`src/rtl/spi_arb.sv`:
```
// spi_arb: round-robin arbiter/sequencer for two requesters sharing one SPI master.
// Optional watchdog release is built only when SPI_ARB_TIMEOUT_EN is defined.
module spi_arb #(
   parameter int TIMEOUT_CYC = 4096
) (
   input  logic        clk,
   input  logic        rst,
   input  logic        req0,
   input  logic        req1,
   input  logic [15:0] data0,
   input  logic [15:0] data1,
   input  logic [2:0]  ss0,
   input  logic [2:0]  ss1,
   input  logic        SPI_done,
   input  logic [7:0]  EEP_data,
   output logic        wrt_SPI,
   output logic [15:0] SPI_data,
   output logic [2:0]  ss,
   output logic        done0,
   output logic        done1,
   output logic [7:0]  rdata,
   output logic        busy,
   output logic        timeout
);
   typedef enum logic [1:0] {IDLE, LAUNCH, WAIT, RELEASE} state_t;
   state_t state, nxt;
   logic last, gnt, pick, grant, fin, tmo;
`ifdef SPI_ARB_TIMEOUT_EN
   logic [15:0] cnt;
   always_ff @(posedge clk)
      if (rst) cnt <= '0;
      else cnt <= (state == WAIT) ? cnt + 16'd1 : '0;
`endif
   always_ff @(posedge clk)
      if (rst) state <= IDLE;
      else state <= nxt;
   always_comb
      nxt = (state == IDLE)   ? ((req0 | req1) ? LAUNCH : IDLE) :
            (state == LAUNCH) ? WAIT :
            (state == WAIT)   ? (fin ? RELEASE : WAIT) : IDLE;
   // a tie goes to the requester not served last; SPI_done beats a same-cycle watchdog expiry
   always_comb begin
      pick  = (req0 & req1) ? ~last : req1;
      grant = (state == IDLE) && (req0 | req1);
`ifdef SPI_ARB_TIMEOUT_EN
      tmo   = (state == WAIT) && !SPI_done && (cnt == 16'(TIMEOUT_CYC - 1));
`else
      tmo   = 1'b0;
`endif
      fin   = (state == WAIT) && (SPI_done || tmo);
   end
   always_ff @(posedge clk)
      if (rst) begin
         last     <= 1'b1;
         gnt      <= 1'b0;
         SPI_data <= '0;
         ss       <= '0;
         wrt_SPI  <= 1'b0;
         done0    <= 1'b0;
         done1    <= 1'b0;
         rdata    <= '0;
         busy     <= 1'b0;
         timeout  <= 1'b0;
      end else begin
         if (grant) begin
            SPI_data <= pick ? data1 : data0;
            ss       <= pick ? ss1 : ss0;
            gnt      <= pick;
            last     <= pick;
         end
         if (fin) rdata <= tmo ? 8'hFF : EEP_data;
         wrt_SPI <= state == LAUNCH;
         done0   <= fin & ~gnt;
         done1   <= fin & gnt;
         timeout <= tmo;
         busy    <= nxt != IDLE;
      end
endmodule

```
`config.mk`:
```
export PLATFORM = sky130hd
export DESIGN_NAME = spi_arb
export DESIGN_NICKNAME = d
export VERILOG_FILES = /design/src/rtl/spi_arb.sv
export SDC_FILE = /design/constraint.sdc
export NUM_CORES = 1
export LEC_CHECK = 0
export CORE_UTILIZATION = 38
export DETAILED_ROUTE_END_ITERATION = 16
export GPL_TIMING_DRIVEN = 0
export PLACE_DENSITY = 0.82
export SYNTH_ARGS = -nofsm -noshare
export SYNTH_HDL_FRONTEND = slang
export SYNTH_SLANG_ARGS = --single-unit
```
`constraint.sdc`:
```
create_clock -name clk -period 1.6 [get_ports clk]
set_input_delay 0.32 -clock clk [delete_from_list [all_inputs] [get_ports clk]]
set_output_delay 0.32 -clock clk [all_outputs]
set_load 0.05 [all_outputs]
```
## After elaboration in Yosys (flattened, before gate mapping)

Cells that the tools add are included.
Widths: inputs -> output; s select.

- Word-level logic and storage cells: 30
- Flip-flop bits (word level): 35

- Mux-type cells: 8
- Reduce and logical (&&, ||, !) cells: 4
- Bitwise operators: 6
- Equality and inequality tests: 2

Operators by type and width:

| operator | number |
|---|---|
| $mux 16 | 1 |
| $mux 2 | 3 |
| $and 1x1->1 | 3 |
| $mux 1 | 3 |
| $mux 3 | 1 |
| $eq 2x1->1 const B | 1 |
| $eq 2x2->1 const B | 1 |
| $logic_and 1x1->1 | 2 |
| $logic_not 2->1 | 1 |
| $not 1->1 | 2 |
| $reduce_bool 2->1 | 1 |
| $or 1x1->1 | 1 |

## Logic depth before layout (Yosys ltp)

Gate-level depths: netlist of run 1.

- Depth after elaboration: 7
- Depth in mapped cells: 6
- Gate-level depth less buffers: 5

## Worst setup path after synthesis of run 1

OpenSTA, ideal clock, no wires.

- Path type: register to register
- Start point: reg state[0]
- End point: reg busy
- Path slack: 0.383 ns
- Period minus slack after synthesis: 1.217 ns
- Cell stages (with the launch flop): 7
- Arrival: 1.092 ns
- Setup time: 0.125 ns
- Cells stage by stage: dfxtp_1 -> inv_1 -> ha_1 -> o21a_1 -> buf_2 -> a21oi_1 -> a21oi_1

- Cells in the longest elaborated chain, start to end: 7
- Elaborated cells between the ends (all ways): 9
- Those cells by class: 2 x eq/ne; 4 x mux; 3 x reduce/logical

Ends and longest elaborated chain:

| element | RTL line | source |
|---|---|---|
| from (decl) | 26 | `state_t state, nxt;` |
| from (signal assigned) | 36 | `else state <= nxt;` |
| $eq 2x2->1 | 40, 50 |  |
| $logic_and 1x1->1 | 50 | `fin = (state == WAIT) && (SPI_done \|\| tmo);` |
| $mux 1 | 40 | `(state == WAIT) ? (fin ? RELEASE : WAIT) : IDLE;` |
| $mux 2 | 40 |  |
| $mux 2 | 39 | `(state == LAUNCH) ? WAIT :` |
| $mux 2 * | 38 | `nxt = (state == IDLE) ? ((req0 \| req1) ? LAUNCH : IDLE) :` |
| $reduce_bool 2->1 * | 76 | `busy <= nxt != IDLE;` |
| to (signal assigned) | 62 | `busy <= 1'b0;` |
| to (signal assigned) | 76 |  |
| to (decl) | 22 | `output logic busy,` |

Mark *: on every way between the ends. The rest lies on a longest branch, timed or not.
A chain may end at the register's enable or synchronous reset.

## Worst setup path after layout of run 1

- Start point: reg ss[1]
- End point: out ss[1]

RTL lines:

| element | RTL line | source |
|---|---|---|
| from (decl) | 18 | `output logic [2:0] ss,` |
| from (signal assigned) | 67 | `ss <= pick ? ss1 : ss0;` |

No word-level cell between the ends.

==> results of run 1 <==
layer usage:
metal	global-route usage (%)	up-vias	share of wire, %
li1	-	762	-
met5	0	-	0
met1	21.0	668	44
met2	33.8	54	48
met4	5.71	0	0.68
met3	5.03	3	7.5
power breakdown:
| group | leakage [µW] | total, µW | switching [µW] | internal, µW |
|---|---|---|---|---|
| clock | 0.0000644 | 936 | 314 | 621 |
| combinational | 0.000730 | 1100 | 714 | 388 |
| sequential | 0.000288 | 1040 | 53.3 | 988 |
| total | 0.00108 | 3080 | 1080 | 2000 |
logic make-up after synthesis:
family                     Yosys count
adders and majority gates            3
AOI/OAI and AO/OA                   55
buffers and inverters               17
other                                1
DFF                                 35
and+or+nand+nor                     64
synthesized netlist by cell type:
library cell	count	area share, %
nand2_1	36	8.9
dfxtp_1	35	46
a21oi_1	30	9.9
nor2_1	23	5.7
a211oi_2	19	16
buf_2	7	2.3
buf_4	3	1.5
ha_1	3	2.5
inv_1	3	0.74
clkbuf_1	2	0.49
a21bo_1	1	0.66
a21boi_2	1	0.74
a22oi_1	1	0.49
a31oi_1	1	0.41
and2_1	1	0.41
buf_1	1	0.25
buf_6	1	0.74
conb_1	1	0.25
nor2b_1	1	0.41
nor3_1	1	0.33
nor3b_1	1	0.49
o21a_1	1	0.49
o21ai_1	1	0.33
or2_2	1	0.41
state kept, by name, summed over array words and instances (netlist names):
register,cells
SPI_data,16
rdata,8
ss,3
state,2
busy,1
done0,1
done1,1
gnt,1
last,1
wrt_SPI,1
final cells by class:
class                   instances  area (µm²)
well taps                      48        60.1
fillers                       338        1260
multi-input cells             123         729
repair buffers                 80         762
plain buffers                  14        80.1
inverters                       3        11.3
clock buffers                   5        68.8
flip-flops and latches         35         701
clock inverters                 3        67.6
worst max-delay path by stage:
stage	start	endpoint	slack, ns	cells past startpoint
floorplan	state[0]	busy	0.38	6
global placement	req1	SPI_data[6]	-0.1	5
detailed placement	req1	SPI_data[6]	-0.11	5
CTS	ss[1]	ss[1]	0.09	1
global route	state[1]	ss[1]	0.05	6
finish	ss[1]	ss[1]	0.09	1
worst reg2reg max path: cells and delay by family (launching register included):
family / cells / cell delay [ns]
adder cells (fa/ha/maj): 1 / 0.18
AO/OA/AOI/OAI: 2 / 0.33
AND/OR/NAND/NOR: 1 / 0.12
flip-flops: 1 / 0.32
buffers and inverters: 2 / 0.42
timing repair:
action                                  CTS  global route
resized for setup                        31             0
endpoints found under the setup margin   31             0
buffers inserted                          0             0
through the flow:
step / setup TNS (ns) / utilization [%] / instance area (µm²) / hold slack [ns]
floorplan: 0 / - / 1520 / 0.417
global placement: -1.18 / 63.6 / 2380 / 0.440
detailed placement: -1.31 / 63.6 / 2380 / 0.450
CTS: 0 / 66.2 / 2480 / 0.295
global route: 0 / 66.2 / 2480 / 0.309
finish: 0 / 66.2 / 2480 / 0.301
==> flow_metrics.py, run 1 <==
metrics = {
    "min_path": {
        "hp-class": "in -> reg",
        "min_path_cells": 2,
        "min_from": "rst",
        "worstHoldEndpoint": "ss[2]",
    },
    "critical_path": {
        "cp-end-kind": "output port",
        "start_kind": "flip-flop",
        "worst-path-buf-inv": 1,
        "rr_endpoint": "busy",
        "worstSetupPathType": "reg -> out",
        "reg2reg_from": "state[0]",
        "crit_family": "buffers and inverters",
        "crit_required_ns": 1.28,
        "slowest_stage": "dlygate4sd2_1",
        "reg2reg_slack_ns": 0.17,
        "worst_ep_arrival_time_ns": 1.19,
        "crit_chain": "dlygate4sd2_1",
        "cpPeakStageDelay_ns": 0.57,
        "critPathMaxFanout": 2,
        "r2r_cells": 6,
    },
    "run_status": {
        "outcome": "finished, final reports clean",
    },
    "sta": {
        "fin_crit_ns": 1.51,
        "skew_ns": 0.00808,
        "hold_viol_final": 0,
        "min_period_over_period_pct": 94.2,
        "fmax_ghz": 0.664,
        "setup_viol": 0,
        "rsz0062_at_grt": "false",
        "slew_viol_final": 0,
        "fin_ws_ns": 0.0930,
        "slew_headroom_pct": 52.9,
        "worst-slew-pin-transition_ns": 0.706,
    },
    "final_layout": {
        "num-nets-final": 316,
        "final_common_cell": "clkdlybuf4s50_1",
        "fin_cells": 311,
        "drive_gt1_share_pct": 15.2,
        "area_growth_pct": 63.0,
        "diodes": 0,
        "final_cell_mix": "clkdlybuf4s50_1 (49), nand2_1 (36), dfxtp_1 (35)",
    },
    "logic_synthesis": {
        "synth_top_family_by_area": "compound AO/OA/AOI/OAI gates",
        "muxShareOfSynthArea_pct": 0,
        "synth_xor_area_share_pct": 0,
        "yosysWarnings": 0,
        "syn_nets": 229,
        "syn_area_um2": 1520,
        "synth_cell_type_count": 24,
        "synth-seq-area-share_pct": 46.1,
        "yosys.area_share.simple_pct": 16.6,
        "ys_ff_latch": 35,
        "synth_fa_ha_area_share_pct": 2.47,
        "synth_compound_area_share_pct": 28.6,
        "syn_inst": 175,
        "synth_area_per_cell_um2": 8.69,
    },
    "clocking": {
        "clock_sinks": 35,
        "numCtsBuffers": 5,
        "cts_tree": "yes",
        "clk_pin_slew_ns": 0.07,
        "cts_htree_levels": 2,
        "ctsRootBufferMaster": "clkbuf_8",
        "clockBufferDepth": 2,
        "insertion_delay_ns": 0.28,
        "hold_buffers": 0,
    },
    "placed_design": {
        "dpl_worst_slack_ns": -0.112,
        "numPlacedInstances": 303,
        "place.gp.congestion": 0.788,
        "dp_hpwl_mm": 2.79,
        "place.port_buffers": 80,
    },
    "floorplan": {
        "initial_core_util_pct": 40.6,
        "ios": 83,
        "die_y_um": 65.3,
        "die_w_um": 65.3,
        "die_area_um2": 4260,
        "core_area_um2": 3740,
        "row_count": 22,
    },
    "routing": {
        "drtAntennaViolNets": 0,
        "finalWirelength_mm": 3.85,
        "drc_errors": 0,
        "vias_per_cell": 4.78,
        "vias": 1487,
        "wl_per_cell_um": 12.4,
        "drt_first_pass_iters": 4,
        "drtIter0Drc": 62,
    },
    "power": {
        "power_leakage_uw": 0.00108,
        "powerDensity_nw_per_um2": 1240,
        "p_total_uw": 3080,
        "ir_worst_vdd_mv": 0.798,
    },
    "global_route": {
        "grt_max_degree": 13,
        "grt_pass1_wl_mm": 6.16,
        "grt_pass1_vias": 1438,
        "antenna_found_initial": 0,
        "grt-ovfl-total": 0,
        "grt_usage_pct": 18.6,
    },
    "run": {
        "maxCapViolCount": 0,
    },
}
Note: power is estimated with default switching activity, not from simulation.
==> run 2, diff against run 1 <==
--- a/config.mk
+++ b/config.mk
@@ -8,6 +8,7 @@
 export CORE_UTILIZATION = 38
 export DETAILED_ROUTE_END_ITERATION = 16
 export GPL_TIMING_DRIVEN = 0
+export HOLD_SLACK_MARGIN = 0.05
 export PLACE_DENSITY = 0.82
 export SYNTH_ARGS = -nofsm -noshare
 export SYNTH_HDL_FRONTEND = slang
==> results of run 2 <==
The final DEF is identical to that of run 1; final timing and power are the same.
